### src/rtl/kyber_pkg.sv
// Shared constants and per-stage tag layouts for the Kyber coefficient datapath.
package kyber_pkg;

  localparam int KYBER_WIDTH   = 16;
  localparam int KYBER_Q       = 3329;
  localparam int KYBER_QINV    = -3327;
  localparam int KYBER_MONT_R2 = 1353;
  localparam int KYBER_N_COEF  = 256;

  typedef enum logic {
    MODE_TOMONT   = 1'b0,
    MODE_FROMMONT = 1'b1
  } mont_mode_e;

  // Tag travelling with a coefficient through the operand-select stage.
  typedef struct packed {
    logic       valid;
    mont_mode_e mode;
    logic       last;
  } stage_tag_t;

  // Past operand select the mode has been consumed; only valid/last remain.
  typedef struct packed {
    logic valid;
    logic last;
  } pipe_tag_t;

endpackage

### src/rtl/kyber_mont_reduce_pipe.sv
// Two-stage signed Montgomery reduction r = p * 2^-WIDTH mod q, result in (-q, q).
module kyber_mont_reduce_pipe
  import kyber_pkg::*;
#(
  parameter int WIDTH = KYBER_WIDTH,
  parameter int Q     = KYBER_Q,
  parameter int QINV  = KYBER_QINV
) (
  input  logic                      clk,
  input  logic                      rst_n,
  input  logic                      en,
  input  logic signed [2*WIDTH-1:0] p,
  output logic signed [WIDTH-1:0]   r
);

  localparam logic signed [WIDTH-1:0]   QINV_W = WIDTH'(QINV);
  localparam logic signed [2*WIDTH-1:0] Q_W    = (2*WIDTH)'(Q);

  logic signed [2*WIDTH-1:0] p_q;
  logic signed [2*WIDTH-1:0] tq;
  logic signed [2*WIDTH-1:0] diff;
  logic signed [WIDTH-1:0]   t_next;
  logic signed [WIDTH-1:0]   t_q;

  always_comb begin
    t_next = $signed(p[WIDTH-1:0]) * QINV_W;
    tq     = (2*WIDTH)'(t_q) * Q_W;
    // Low half of diff is exactly zero, so the shift loses nothing.
    diff   = p_q - tq;
  end

  always_ff @(posedge clk) begin
    if (!rst_n) begin
      p_q <= '0;
      t_q <= '0;
      r   <= '0;
    end else if (en) begin
      p_q <= p;
      t_q <= t_next;
      r   <= WIDTH'(diff >>> WIDTH);
    end
  end

endmodule

### src/rtl/kyber_mont_convert.sv
// Streaming normal<->Montgomery coefficient converter with frame tagging.
// Define KYBER_MONT_CANON_OUT_EN to add a stage that folds results into [0, q).
module kyber_mont_convert #(
  parameter int WIDTH   = 16,
  parameter int KYBER_Q = kyber_pkg::KYBER_Q,
  parameter int N_COEF  = 256
) (
  input  logic                    clk,
  input  logic                    rst_n,
  input  logic                    mode_i,
  input  logic                    s_valid,
  output logic                    s_ready,
  input  logic signed [WIDTH-1:0] s_data,
  output logic                    m_valid,
  input  logic                    m_ready,
  output logic signed [WIDTH-1:0] m_data,
  output logic                    m_last,
  output logic                    busy
);
  import kyber_pkg::*;

  localparam int CW = $clog2(N_COEF);
  localparam logic [CW-1:0] LAST_IDX = CW'(N_COEF - 1);
  localparam logic signed [2*WIDTH-1:0] R2_W = (2*WIDTH)'(KYBER_MONT_R2);

  logic [CW-1:0]             in_cnt;
  mont_mode_e                mode_q;
  mont_mode_e                mode_cur;
  stage_tag_t                s1_tag;
  logic signed [WIDTH-1:0]   s1_a;
  pipe_tag_t                 s2_tag;
  pipe_tag_t                 s3_tag;
  logic signed [WIDTH-1:0]   r3;
  logic signed [2*WIDTH-1:0] a_ext;
  logic signed [2*WIDTH-1:0] p1;
  logic                      adv;
  logic                      acc;
  logic                      tail_busy;

  always_comb begin
    adv      = m_ready | ~m_valid;
    s_ready  = adv;
    acc      = s_valid & adv;
    mode_cur = (in_cnt == '0) ? mont_mode_e'(mode_i) : mode_q;
    a_ext    = {{WIDTH{s1_a[WIDTH-1]}}, s1_a};
    p1       = (s1_tag.mode == MODE_FROMMONT) ? a_ext : a_ext * R2_W;
  end

  always_ff @(posedge clk) begin
    if (!rst_n) begin
      in_cnt <= '0;
      mode_q <= MODE_TOMONT;
      s1_tag <= '0;
      s1_a   <= '0;
      s2_tag <= '0;
      s3_tag <= '0;
    end else begin
      if (acc) begin
        in_cnt <= (in_cnt == LAST_IDX) ? '0 : in_cnt + 1'b1;
        if (in_cnt == '0) mode_q <= mont_mode_e'(mode_i);
      end
      if (adv) begin
        s1_tag <= '{valid: acc, mode: mode_cur, last: (in_cnt == LAST_IDX)};
        s1_a   <= s_data;
        s2_tag <= '{valid: s1_tag.valid, last: s1_tag.last};
        s3_tag <= s2_tag;
      end
    end
  end

  kyber_mont_reduce_pipe #(
    .WIDTH (WIDTH),
    .Q     (KYBER_Q),
    .QINV  (KYBER_QINV)
  ) u_reduce (
    .clk   (clk),
    .rst_n (rst_n),
    .en    (adv),
    .p     (p1),
    .r     (r3)
  );

`ifdef KYBER_MONT_CANON_OUT_EN
  localparam logic signed [WIDTH-1:0] Q_W = WIDTH'(KYBER_Q);

  pipe_tag_t               s4_tag;
  logic signed [WIDTH-1:0] r4;

  always_ff @(posedge clk) begin
    if (!rst_n) begin
      s4_tag <= '0;
      r4     <= '0;
    end else if (adv) begin
      s4_tag <= s3_tag;
      r4     <= r3 + (r3[WIDTH-1] ? Q_W : '0);
    end
  end

  always_comb begin
    m_valid   = s4_tag.valid;
    m_last    = s4_tag.last;
    m_data    = r4;
    tail_busy = s3_tag.valid | s4_tag.valid;
  end
`else
  always_comb begin
    m_valid   = s3_tag.valid;
    m_last    = s3_tag.last;
    m_data    = r3;
    tail_busy = s3_tag.valid;
  end
`endif

  always_comb begin
    busy = s1_tag.valid | s2_tag.valid | tail_busy | (in_cnt != '0);
  end

endmodule

### config.mk
export PLATFORM = sky130hd
export DESIGN_NAME = kyber_mont_convert
export DESIGN_NICKNAME = d
export VERILOG_FILES = /design/src/rtl/kyber_pkg.sv /design/src/rtl/kyber_mont_reduce_pipe.sv /design/src/rtl/kyber_mont_convert.sv
export SDC_FILE = /design/constraint.sdc
export NUM_CORES = 1
export LEC_CHECK = 0
export BUFFER_PORTS_ARGS = -buffer_cell sky130_fd_sc_hd__buf_2
export CAP_MARGIN = 20
export CORE_MARGIN = 5
export CORE_UTILIZATION = 37
export DETAILED_ROUTE_END_ITERATION = 16
export PLACE_DENSITY = 0.57
export SLEW_MARGIN = 40
export SYNTH_ARGS = -nofsm -noshare
export SYNTH_HDL_FRONTEND = slang
export SYNTH_SLANG_ARGS = --single-unit
### constraint.sdc
create_clock -name clk -period 7.8 [get_ports clk]
set_clock_uncertainty 0.15 [all_clocks]
set_input_delay 1.17 -clock clk [delete_from_list [all_inputs] [get_ports clk]]
set_output_delay 1.17 -clock clk [all_outputs]
set_load 0.01 [all_outputs]
## Word level (Yosys, flattened, before mapping)

Index checks and enable logic that the tools add are counted.

| word-level totals | value |
|---|---|
| register bits after elaboration | 96 |
| input port bits | 21 |
| output and inout bits | 20 |
| word-level logic and storage cells | 30 |

| cells by class | value |
|---|---|
| add/subtract/negate cells | 2 |
| $mul | 3 |
| equality and inequality tests | 1 |
| muxes and demuxes | 3 |
| bitwise logic cells | 6 |
| reductions and logical operators | 2 |

Operators by type and width:

| kind | number |
|---|---|
| $mux 32 | 1 |
| $sub 32x32->32 | 1 |
| $mul 16x13->29 const B | 1 |
| $mul 16x12->28 const B | 1 |
| $mul 16x13->16 const B | 1 |
| $add 8x1->8 const B | 1 |
| $eq 8x8->1 const B | 1 |
| $logic_not 8->1 | 1 |
| $mux 8 | 1 |
| $reduce_bool 8->1 | 1 |
| $or 1x1->1 | 4 |
| $and 1x1->1 | 1 |
| $mux 1 | 1 |
| $not 1->1 | 1 |

## Logic depth before layout (Yosys ltp)

Gate-level depths: netlist of the first run.

| logic depth | value |
|---|---|
| depth after elaboration | 3 |
| depth in mapped cells | 27 |
| mapped depth without buffers | 27 |

## By module

A second synthesis of the first run with hierarchy kept.

| second synthesis, totals | value |
|---|---|
| cell total of the unflattened synthesis | 1,285 |
| area, all modules | 11,471.0 um2 |

Modules (own cells, without submodules):

| module | instances | cells each | area an instance (um2) | seq. area each (um2) |
|---|---|---|---|---|
| kyber_mont_reduce_pipe | 1 | 718 | 6,655.1 | 1,121.1 |
| kyber_mont_convert | 1 | 567 | 4,815.9 | 640.6 |

## Least setup slack after synthesis of the first run

Ideal clock, no wire load.

| timing | value |
|---|---|
| kind | reg2reg |
| from | reg s1_a[5] |
| to | reg u_reduce.t_q[15] |
| library setup time | 0.070 ns |
| arrival time | 5.896 ns |
| required time | 7.580 ns |
| slack | 1.683 ns |
| cell stages (with the launch flop) | 26 |
| buffers on the path | 0 |
| period minus slack after synthesis | 6.117 ns |
| cell sequence | dfxtp_1 > ha_1 > ha_1 > inv_1 > fa_1 > inv_1 > fa_1 > fa_1 > ha_1 > a21o_1 > o22a_2 > a41oi_2 > xor2_1 > nor2_1 > a21oi_1 > fa_1 > inv_1 > ha_1 > ha_1 > ha_1 > a21oi_1 > xnor2_1 > xnor2_1 > xnor2_1 > nand2_1 > a21oi_1 |

| between the ends | value |
|---|---|
| cells in the longest elaborated chain, start to end | 3 |

Ends and longest elaborated chain:

| item | line | RTL |
|---|---|---|
| start: declaration | kyber_mont_convert.sv:30 | `logic signed [WIDTH-1:0] s1_a;` |
| start signal: assignment | kyber_mont_convert.sv:64 | `s1_a <= s_data;` |
| $mul 16x12->28 | kyber_mont_convert.sv:46 | `p1 = (s1_tag.mode == MODE_FROMMONT) ? a_ext : a_ext * R2_W;` |
| $mux 32 (*) | kyber_mont_convert.sv:46 |  |
| $mul 16x13->16 (*) | kyber_mont_reduce_pipe.sv:26 | `t_next = $signed(p[WIDTH-1:0]) * QINV_W;` |
| end signal: assignment | kyber_mont_reduce_pipe.sv:39 | `t_q <= t_next;` |
| end: declaration | kyber_mont_reduce_pipe.sv:23 | `logic signed [WIDTH-1:0] t_q;` |

Mark *: on every way between the ends. The rest lies on a longest branch, timed or not.
A chain may end at the register's enable or synchronous reset.

## Worst setup path in the final report of the first run

| timing | value |
|---|---|
| from | reg s1_a[2] |
| to | reg u_reduce.t_q[15] |

| between the ends | value |
|---|---|
| cells in the longest elaborated chain, start to end | 3 |

Ends and longest elaborated chain:

| item | line | RTL |
|---|---|---|
| $mul 16x12->28 | kyber_mont_convert.sv:46 |  |
| $mux 32 | kyber_mont_convert.sv:46 |  |
| named net p1[11] | kyber_mont_convert.sv:35 | `logic signed [2*WIDTH-1:0] p1;` |
| $mul 16x13->16 | kyber_mont_reduce_pipe.sv:26 |  |

The timed path passes the listed nets, and every way through them passes these cells.

==> results of run 1 <==
[cell usage after synthesis (3+ instances only)]
cell        n
o21a_1     11
o211a_1     8
a21boi_0    3
fa_1       85
nand4b_1    4
xnor2_1    31
o31ai_1     4
nand3_1    16
a211o_1     3
nand4_1     3
inv_1     126
a21oi_2     3
xor2_1     28
nand2b_1   13
mux2i_1     5
or3_1       5
nor2b_1     5
nor3_1     19
clkbuf_1   30
or2_2       3
a211oi_1   18
nand2_1   115
nor2_1     61
a21o_1     21
o21ai_0    39
dfxtp_1    84
ha_1      219
o21bai_1    3
o211ai_1    4
a21oi_1    89
[layout make-up]
| class | instances | area share, % |
|---|---|---|
| Tap cell | 341 | 3.919 |
| Multi-Input combinational cell | 860 | 71.23 |
| Clock buffer | 9 | 2.069 |
| Clock inverter | 7 | 0.7355 |
| Sequential cell | 84 | 15.45 |
| Timing Repair Buffer | 46 | 2.253 |
| Inverter | 126 | 4.344 |
[critical path, stage by stage (launching register included)]
cell and delay (ns):
dfxtp_1 0.58, ha_1 0.32, ha_1 0.28, ha_1 0.32, fa_1 0.48, ha_1 0.31, ha_1 0.42, o211ai_1 0.13
a21oi_1 0.22, nor2_1 0.10, xor2_1 0.14, o21ai_0 0.32, fa_1 0.46, ha_1 0.31, ha_1 0.29, ha_1 0.17
inv_1 0.06, fa_1 0.40, inv_1 0.07, a21o_1 0.10, a21oi_1 0.07, xnor2_1 0.18, xnor2_1 0.15, xnor2_1 0.13
nand2_1 0.06, a21oi_1 0.16
[per-stage QoR]
step / util, % / area [sq um] / worst slack [ns] / hold slack (ns)
CTS: 40.62 / 10890 / 1.310 / 0.3095
floorplan: - / 10020 / 1.683 / 0.2821
global placement: 39.48 / 10580 / 1.387 / 0.2924
finish: 40.62 / 10890 / 1.342 / 0.3025
detailed placement: 39.48 / 10580 / 1.346 / 0.2985
global route: 40.62 / 10890 / 0.9941 / 0.3332
[cells in the final DEF (no fill, tap or decap), types with 6 or more instances in the layout]
| cell | synthesis | layout |
|---|---|---|
| fa_1 | 85 | 85 |
| inv_1 | 126 | 124 |
| o211a_1 | 8 | 8 |
| o21ai_0 | 39 | 39 |
| clkbuf_16 | 0 | 9 |
| buf_2 | 0 | 40 |
| a21o_1 | 21 | 21 |
| ha_1 | 219 | 219 |
| nor2_1 | 61 | 61 |
| dfxtp_1 | 84 | 84 |
| nand2b_1 | 13 | 13 |
| xnor2_1 | 31 | 31 |
| a211oi_1 | 18 | 18 |
| a21oi_1 | 89 | 89 |
| xor2_1 | 28 | 28 |
| o21a_1 | 11 | 11 |
| nor3_1 | 19 | 19 |
| buf_4 | 0 | 6 |
| nand2_1 | 115 | 115 |
| nand3_1 | 16 | 16 |
[registers in the layout, summed over array words and instances (netlist names)]
register	cells
in_cnt	8
m_last	1
u_reduce.t_q	16
u_reduce.r	16
u_reduce.p_q	20
s1_tag	3
s1_a	16
mode_q	1
m_valid	1
s2_tag	2
[worst max path at each step]
stage                       start                to  depth (start not counted)
after floorplan           s1_a[5]  u_reduce.t_q[15]                         25
after global routing      s1_a[6]  u_reduce.t_q[15]                         26
after global placement    s1_a[7]  u_reduce.t_q[15]                         24
after CTS                 s1_a[7]  u_reduce.t_q[15]                         24
after detailed placement  s1_a[5]  u_reduce.t_q[15]                         25
final                     s1_a[2]  u_reduce.t_q[15]                         25
[metal layers]
metal	up-vias	global-route usage (%)	routed length, um
met3	7	1.827	605
met2	76	25.36	10380
li1	3834	-	-
met1	3567	20.48	10700
met4	0	3.077	144
met5	-	0	0
[cells by family (layout without fill, tap and decap cells)]
kind of cell / Yosys count / count (layout) / synth area share (%)
adders and majority gates: 304 / 304 / 44.34
buffers and inverters: 157 / 188 / 5.882
and+or+nand+nor: 258 / 258 / 11.63
AOI/OAI and AO/OA: 232 / 232 / 15.49
xor gates and xnor gates: 59 / 59 / 5.158
muxes: 7 / 7 / 0.7244
DFF: 84 / 84 / 16.79
==> metrics.md, run 1 <==
| Metric | Value |
|---|---|
| Number of global-route vias before repair | `7603` |
| Ant diodes | `0` |
| Area contributors post-synth | `ha_1 27%, fa_1 17%, dfxtp_1 17%` |
| FF+latch count, synth | `84` |
| CP max FO | `9` |
| I/O pin cnt | `41` |
| Total vias in the final route | `7484` |
| Max Cap Violations | `0` |
| FF-to-FF path depth | `25` |
| FFs w/ async S/R, synth | `0%` |
| Number of synthesized flops with an enable pin | `0` |
| Slew @ Worst Pin | `0.7774 ns` |
| Final #Nets | `1452` |
| Reg-to-reg endpoint | `u_reduce.t_q[15]` |
| Area occupied by multi-input gates | `7755 sq um` |
| Layout cells sized above 1 | `7.686%` |
| Worst hold path depth | `2` |
| Register area | `1682 sq um` |
| Number of CTS-inserted buffers | `9` |
| Drt via density | `5.081` |
| Max Buffers Root-to-Sink | `2` |
| Cts hold-fix bufs | `0` |
| Dpl cells | `1457` |
| Fmax | `154.8 MHz` |
| Period utilization | `82.80%` |
| First-pass GRT wire length | `37660 um` |
| Core Region | `26800 sq um` |
| RSZ-0062 raised after global routing | `no` |
| # H-tree levels | `3` |
| Worst-Skew Late Latency | `0.35 ns` |
| Final wirelength | `21840 um` |
| Slew Viols, Final | `0` |
| Clock root cell | `clkbuf_16` |
| HP Class | `reg -> reg` |
| Synth Flop Type | `dfxtp_1` |
| Clock Sinks | `84` |
| Iter 0 DRT Violations | `273` |
| Setup Viol. Count Final | `0` |
| Final min period | `6.458 ns` |
| R2R Path Start | `s1_a[2]` |
| Quantity of gates resized following cts | `0` |
| Average wire per standard cell | `14.82 um` |
| Ys Warns | `0` |
| Total grt overflow | `0` |
| Post-route insts no fill | `1473` |
| Initial antenna violation count | `0` |
| Starting density of the core | `37.38%` |
| Clock slew at reported path FFs | `0.07 ns` |
| Startpoint types | `register` |
| Antenna-violating nets left | `0` |
| Post-synth top area cell | `ha_1` |
| Slew margin rel. | `48.17%` |
| Syn Inst Count | `1101` |
| Die Wd | `174.6 um` |
| CP endpoint kind | `register` |
| Final Hold Violating Endpoints | `0` |
| Dpl hpwl | `17670 um` |
| Die ar. | `30470 sq um` |
| Fillcell total | `2675` |
| CTS tree | `built` |
| Crit Path Class | `reg -> reg` |
| DRC | `0` |
| Post-synthesis cell area | `10020 sq um` |
| Setup TNS Final | `0 ns` |
| Largest net degree at the start of global routing | `70` |
| Worst EP required | `7.92 ns` |
| Area share of the largest cell type after synthesis | `27.35%` |
| Reg2Reg Setup Slack | `1.34 ns` |
| Buffers on Ports | `40` |
| Die Y | `174.6 um` |
| WP data arrival | `6.58 ns` |
| Worst Hold End | `m_last` |
| Synth-to-Final Area Change | `8.668%` |
| Syn Area/Cell | `9.099 sq um` |
| Placer Congestion | `0.8182` |
| Row cnt | `60` |
| Global-route usage over all layers | `14.92%` |
| Post-CTS setup buffer count | `0` |
| Router iterations before antenna repair | `4` |
| Status | `finished clean` |
| Distinct cells, synth | `61` |
| Worst Hold Launch | `m_last` |
| Seq/Total Area, Yosys | `16.79%` |
| Syn nets | `1426` |
Power of run 1 is not shown: default switching activity piles up to over one toggle a cycle in this logic, so the estimate is an artifact.
==> run 2: changes to the inputs <==
--- a/config.mk
+++ b/config.mk
@@ -10,7 +10,7 @@
 export CORE_MARGIN = 5
 export CORE_UTILIZATION = 37
 export DETAILED_ROUTE_END_ITERATION = 16
-export PLACE_DENSITY = 0.57
+export PLACE_DENSITY = 0.59
 export SLEW_MARGIN = 40
 export SYNTH_ARGS = -nofsm -noshare
 export SYNTH_HDL_FRONTEND = slang
==> constraint.sdc (replaced) <==
create_clock -name clk -period 5.3 [get_ports clk]
set_clock_uncertainty 0.15 [all_clocks]
set_input_delay 0.795 -clock clk [delete_from_list [all_inputs] [get_ports clk]]
set_output_delay 0.795 -clock clk [all_outputs]
set_load 0.01 [all_outputs]
==> run 2 against run 1 <==
Effect of this change: the run now ends with negative setup slack left; count of clock-buffer cells in the layout up 1; first-iteration DRC count is 5.9% higher; critical path depth did not move; final cell count grew 10%; largest cell class unchanged; via count rose by 7.9%; flip-flop and latch count unchanged; non-clock buffer count rose by 151; global-route usage is 1.9 points higher; maximum frequency is 11% higher.
==> metrics.md, run 2 (synthesis gave the netlist of run 1 again) <==
| Metric | Value |
|---|---|
| Largest register FFs | `20 (unchanged)` |
| Average wire per standard cell | `15.33 um (+3.4%)` |
| Largest net degree at the start of global routing | `64 (-8.6%)` |
| Number of CTS-inserted buffers | `9 (unchanged)` |
| Die Y | `174.6 um (unchanged)` |
| Met3 usage | `2.001% (+0.17 points)` |
| Setup Viol. Count Final | `11 (+11)` |
| Synth-to-Final Area Change | `29.55%` |
| Die Wd | `174.6 um (unchanged)` |
| Final wirelength | `24890 um (+14%)` |
| Slowest CP cell | `fa_1` |
| Core Region | `26800 sq um (unchanged)` |
| HP Class | `reg -> reg` |
| Slew Viols, Final | `0 (unchanged)` |
| Initial antenna violation count | `0 (unchanged)` |
| Final min period | `5.842 ns (-0.6163 ns)` |
| Starting density of the core | `37.38% (unchanged)` |
| Buffers on Ports | `40 (unchanged)` |
| GR met2 Demand/Resource | `29.41% (+4.1 points)` |
| Status | `finished with violations` |
| Period utilization | `110.2% (+27 points)` |
| Total grt overflow | `0 (unchanged)` |
| Dpl hpwl | `19960 um (+13%)` |
| RSZ-0062 raised after global routing | `yes` |
| Post-route insts no fill | `1624 (+10%)` |
| Clock Sinks | `84 (unchanged)` |
| Number of global-route vias before repair | `8602 (+13%)` |
| # H-tree levels | `3 (unchanged)` |
| Dpl cells | `1594 (+9.4%)` |
| DRC | `0 (unchanged)` |
| Ant diodes | `0 (unchanged)` |
| Startpoint types | `register` |
| Failing checks | `negative setup slack` |
| Reg with most FFs | `u_reduce.p_q` |
| Commonest non-fill, non-tap cell in the layout | `ha_1` |
| Layout cells sized above 1 | `28.14% (+20 points)` |
| Antenna-violating nets left | `0 (unchanged)` |
| Most used cell, CP | `ha_4` |
| Die ar. | `30470 sq um (unchanged)` |
| Global-route usage over all layers | `16.77% (+1.9 points)` |
| Clock slew at reported path FFs | `0.07 ns (about the same)` |
| Fillcell total | `2492 (-6.8%)` |
| Setup TNS Final | `-1.560 ns (-1.560 ns)` |
| Slew margin rel. | `48.28% (+0.11 points)` |
| Max Cap Violations | `0 (unchanged)` |
| Clock root cell | `clkbuf_16` |
| Worst-Skew Late Latency | `0.35 ns (about the same)` |
| Drt via density | `4.974 (-2.1%)` |
| Worst EP required | `5.42 ns (-2.50 ns)` |
| WP data arrival | `5.96 ns (-0.62 ns)` |
| I/O pin cnt | `41 (unchanged)` |
| Router iterations before antenna repair | `4 (unchanged)` |
| Total vias in the final route | `8077 (+7.9%)` |
| Top Usage Layer GRT | `met2` |
| Final worst slack | `-0.5419 ns (-1.884 ns)` |
| Commonest non-fill, non-tap cells in the layout | `172 x ha_1, 148 x buf_4, 114 x inv_1, 114 x nand2_1, 83 x fa_1` |
| Met1 usage | `22.55% (+2.1 points)` |
| Iter 0 DRT Violations | `289 (+5.9%)` |
| Placer Congestion | `0.8202 (+0.24%)` |
| Slew @ Worst Pin | `0.7758 ns (-0.001609 ns)` |
| Slowest Stage Delay on Critical Path | `0.56 ns (-0.02 ns)` |
| Final #Nets | `1603 (+10%)` |
| CP endpoint kind | `register` |
| Final Hold Violating Endpoints | `0 (unchanged)` |
| First-pass GRT wire length | `42210 um (+12%)` |
| Final Util | `48.43% (+7.8 points)` |
| Fmax | `171.2 MHz (+11%)` |
| Row cnt | `60 (unchanged)` |
| Cts hold-fix bufs | `0 (unchanged)` |
| CTS tree | `built` |
| Max Buffers Root-to-Sink | `2 (unchanged)` |
| Crit Path Class | `reg -> reg` |
| CP max FO | `4 (-5)` |
## run 2: changes by cell type in the layout (fill, tap and decap cells not counted), moves of 14 or more
cell / change
buf_4: +142
ha_1: -47
ha_4: +43
a21oi_1: -16
a21oi_2: +15
dfxtp_1: -14
## run 2: metal layers
layer,up-vias,wire length (um)
met3,13,478
met1,3853,11880
met5,-,0
li1,4133,-
met4,0,225
met2,78,12310
## run 2: final timing paths
| check | from | endpoint | slack [ns] | cells past startpoint |
|---|---|---|---|---|
| worst max-delay path | s1_a[4] | u_reduce.t_q[15] | -0.54 | 25 |
| worst max register to register | s1_a[4] | u_reduce.t_q[15] | -0.54 | 25 |
| worst min register to register | u_reduce.r[7] | u_reduce.r[7] | 0.30 | 2 |
| worst min-delay path | u_reduce.r[7] | u_reduce.r[7] | 0.30 | 2 |
## run 2: cell type report
cell class | count | area [sq um] | area share [%]
Multi-Input combinational cell | 860 | 8586 | 66.15
Inverter | 126 | 475.5 | 3.663
Sequential cell | 84 | 1712 | 13.19
Tap cell | 341 | 426.7 | 3.287
Clock buffer | 10 | 239.0 | 1.841
Timing Repair Buffer | 197 | 1421 | 10.95
Clock inverter | 6 | 118.9 | 0.9158
## run 2: metrics by stage
step	hold WS, ns	setup slack (ns)	area (sq um)
after global routing	0.3284	-0.7722	12980
after detailed placement	0.2908	-0.5930	11980
after floorplan	0.2821	-0.3352	10380
final	0.3006	-0.5419	12980
after global placement	0.2850	-0.5485	11980
after CTS	0.3021	-0.5776	12650
## run 2: what timing repair did
| action | in CTS | in global routing |
|---|---|---|
| setup endpoints to repair | 13 | 23 |
| gates resized for setup | 50 | 64 |
| setup buffers | 11 | 12 |
| pin swaps | 64 | 66 |
## run 2: worst max-delay path: cells and delay by family, from the launching register on
| kind | cells | cell delay (ns) |
|---|---|---|
| compound gates | 4 | 0.52 |
| xor+xnor | 4 | 0.57 |
| simple gates | 1 | 0.07 |
| fa+ha+maj | 11 | 3.77 |
| flops | 1 | 0.37 |
| buf+inv | 5 | 0.29 |
Power of run 2 is left out for the same reason.
==> run 3: changes to the inputs <==
--- a/config.mk
+++ b/config.mk
@@ -5,12 +5,12 @@
 export SDC_FILE = /design/constraint.sdc
 export NUM_CORES = 1
 export LEC_CHECK = 0
-export BUFFER_PORTS_ARGS = -buffer_cell sky130_fd_sc_hd__buf_2
 export CAP_MARGIN = 20
 export CORE_MARGIN = 5
 export CORE_UTILIZATION = 37
 export DETAILED_ROUTE_END_ITERATION = 16
-export PLACE_DENSITY = 0.59
+export DONT_BUFFER_PORTS = 1
+export PLACE_DENSITY = 0.58
 export SLEW_MARGIN = 40
 export SYNTH_ARGS = -nofsm -noshare
 export SYNTH_HDL_FRONTEND = slang
==> run 3 against run 2 <==
Effect of this change: setup slack improved by 0.040 ns; count of clock-buffer cells in the layout decreased by 1; first-iteration DRC count increased by 4.5%; worst hold slack improved by 0.0032 ns; largest cell class unchanged; flip-flop and latch count unchanged; sequential share of layout area increased by 0.18 points; register-to-register slack improved by 0.04 ns; routed wire length decreased by 1.1%; critical path depth unchanged; core utilization decreased by 0.55 points; the flow still finishes with violations (negative setup slack); final cell count decreased by 2.5%.
==> metrics.md, run 3 (synthesis gave the netlist of run 1 again) <==
| Metric | Value |
|---|---|
| Status | `finished with violations` |
| Failing checks | `negative setup slack` |
| Die Wd | `174.6 um (unchanged)` |
| Final worst slack | `-0.5022 ns (+0.03975 ns)` |
| CP max FO | `3 (-1)` |
| Slew margin rel. | `49.92% (+1.6 points)` |
| Period utilization | `109.5% (-0.75 points)` |
| Starting density of the core | `37.38% (unchanged)` |
| Worst hold path depth | `2 (unchanged)` |
| Die Y | `174.6 um (unchanged)` |
| Placer Congestion | `0.8142 (-0.73%)` |
| Clock root cell | `clkbuf_16` |
| Total vias in the final route | `7983 (-1.2%)` |
| Antenna-violating nets left | `0 (unchanged)` |
| Iter 0 DRT Violations | `302 (+4.5%)` |
| Commonest non-fill, non-tap cells in the layout | `173 x ha_1, 145 x buf_4, 115 x inv_1, 113 x nand2_1, 82 x fa_1` |
| Initial antenna violation count | `0 (unchanged)` |
| Dpl hpwl | `19500 um (-2.3%)` |
| Hold slack final | `0.3038 ns (+0.003187 ns)` |
| Ant diodes | `0 (unchanged)` |
| Clock Sinks | `84 (unchanged)` |
| WP data arrival | `5.94 ns (-0.02 ns)` |
| Slew Viols, Final | `0 (unchanged)` |
| Synth-to-Final Area Change | `28.09%` |
| Global-route usage over all layers | `16.68% (-0.088 points)` |
| Final wirelength | `24610 um (-1.1%)` |
| Die ar. | `30470 sq um (unchanged)` |
| Number of global-route vias before repair | `8381 (-2.6%)` |
| Router iterations before antenna repair | `4 (unchanged)` |
| Core Region | `26800 sq um (unchanged)` |
| Drt via density | `5.040 (+1.3%)` |
| Area occupied by multi-input gates | `8661 sq um (+0.87%)` |
| Total grt overflow | `0 (unchanged)` |
| Number of CTS-inserted buffers | `9 (unchanged)` |
| Slew @ Worst Pin | `0.7512 ns (-0.02462 ns)` |
| Register area | `1715 sq um (+0.22%)` |
| Reg with most FFs | `u_reduce.p_q` |
| CP endpoint kind | `register` |
| First-pass GRT wire length | `42090 um (-0.29%)` |
| Fmax | `172.4 MHz (+0.69%)` |
| Average wire per standard cell | `15.54 um (+1.4%)` |
| Dpl cells | `1550 (-2.8%)` |
| Largest register FFs | `20 (unchanged)` |
| Max Buffers Root-to-Sink | `2 (unchanged)` |
| RSZ-0062 raised after global routing | `yes` |
| Buffers on Ports | `0 (-100%)` |
| Startpoint types | `register` |
| Clock slew at reported path FFs | `0.08 ns (about the same)` |
| Row cnt | `60 (unchanged)` |
| FF-to-FF path depth | `25 (unchanged)` |
| Final #Nets | `1563 (-2.5%)` |
| Crit Path Class | `reg -> reg` |
| Max Cap Violations | `0 (unchanged)` |
| Final Hold Violating Endpoints | `0 (unchanged)` |
| # H-tree levels | `3 (unchanged)` |
| DRC | `0 (unchanged)` |
| CTS tree | `built` |
| Post-route insts no fill | `1584 (-2.5%)` |
| Worst-Skew Late Latency | `0.37 ns (+0.02 ns)` |
| I/O pin cnt | `41 (unchanged)` |
| Commonest non-fill, non-tap cell in the layout | `ha_1` |
| Final Util | `47.88% (-0.55 points)` |
| Final min period | `5.802 ns (-0.03975 ns)` |
| Fillcell total | `2555 (+2.5%)` |
| Setup Viol. Count Final | `10 (-1)` |
| HP Class | `reg -> reg` |
| Layout cells sized above 1 | `25.91% (-2.2 points)` |
| Worst EP required | `5.44 ns (+0.02 ns)` |
| Largest net degree at the start of global routing | `64 (unchanged)` |
==> run 3: what timing repair did <==
item,4_1_cts,5_1_grt
endpoints found under the setup margin,14,19
gates resized for setup,48,71
pin swaps,60,69
buffers inserted,13,7
hold buffers,0,0
==> run 3: final timing paths <==
kind / start / endpoint / slack (ns)
max: s1_a[5] / u_reduce.t_q[15] / -0.50
min: s2_tag[0] / s2_tag[0] / 0.30
max reg2reg: s1_a[5] / u_reduce.t_q[15] / -0.50
min reg2reg: s2_tag[0] / s2_tag[0] / 0.30
==> run 3: critical path, stage by stage (launching register included) <==
cell	delay, ns
dfxtp_4	0.36
buf_6	0.12
ha_4	0.21
ha_4	0.25
inv_1	0.05
fa_1	0.51
fa_1	0.44
fa_1	0.57
inv_2	0.05
ha_4	0.21
a21o_1	0.16
a41oi_2	0.20
xor2_1	0.21
nor2_1	0.08
a21oi_2	0.19
fa_1	0.46
inv_2	0.08
ha_4	0.19
ha_4	0.27
ha_4	0.19
a21oi_2	0.15
xnor2_1	0.14
xnor2_1	0.15
xnor2_1	0.14
nand2_1	0.09
a21oi_2	0.13
==> run 3: layer usage <==
metal  GRT usage (%)  share of wire [%]  wire length, um
met5               0                  0                0
met4           4.517                1.9              459
met3           1.957                2.1              517
met2           27.99                 48            11740
met1           22.82                 48            11890
==> run 3: metrics by stage <==
stage | setup WS [ns] | TNS, ns | cell area [sq um]
floorplan | -0.3352 | -0.4408 | 10380
global placement | -0.5301 | -2.552 | 11750
finish | -0.5022 | -1.596 | 12830
global route | -0.8036 | -4.629 | 12830
CTS | -0.5882 | -2.105 | 12400
detailed placement | -0.6335 | -3.245 | 11750
==> run 3: layout make-up <==
class,instances,area share [%]
clock buffer,9,1.755
clock inverter,7,0.7703
sequential,84,13.37
multi-input combinational,860,67.49
timing repair buffer,157,9.604
tap,341,3.325
inverter,126,3.686
Power of run 3 is left out for the same reason.
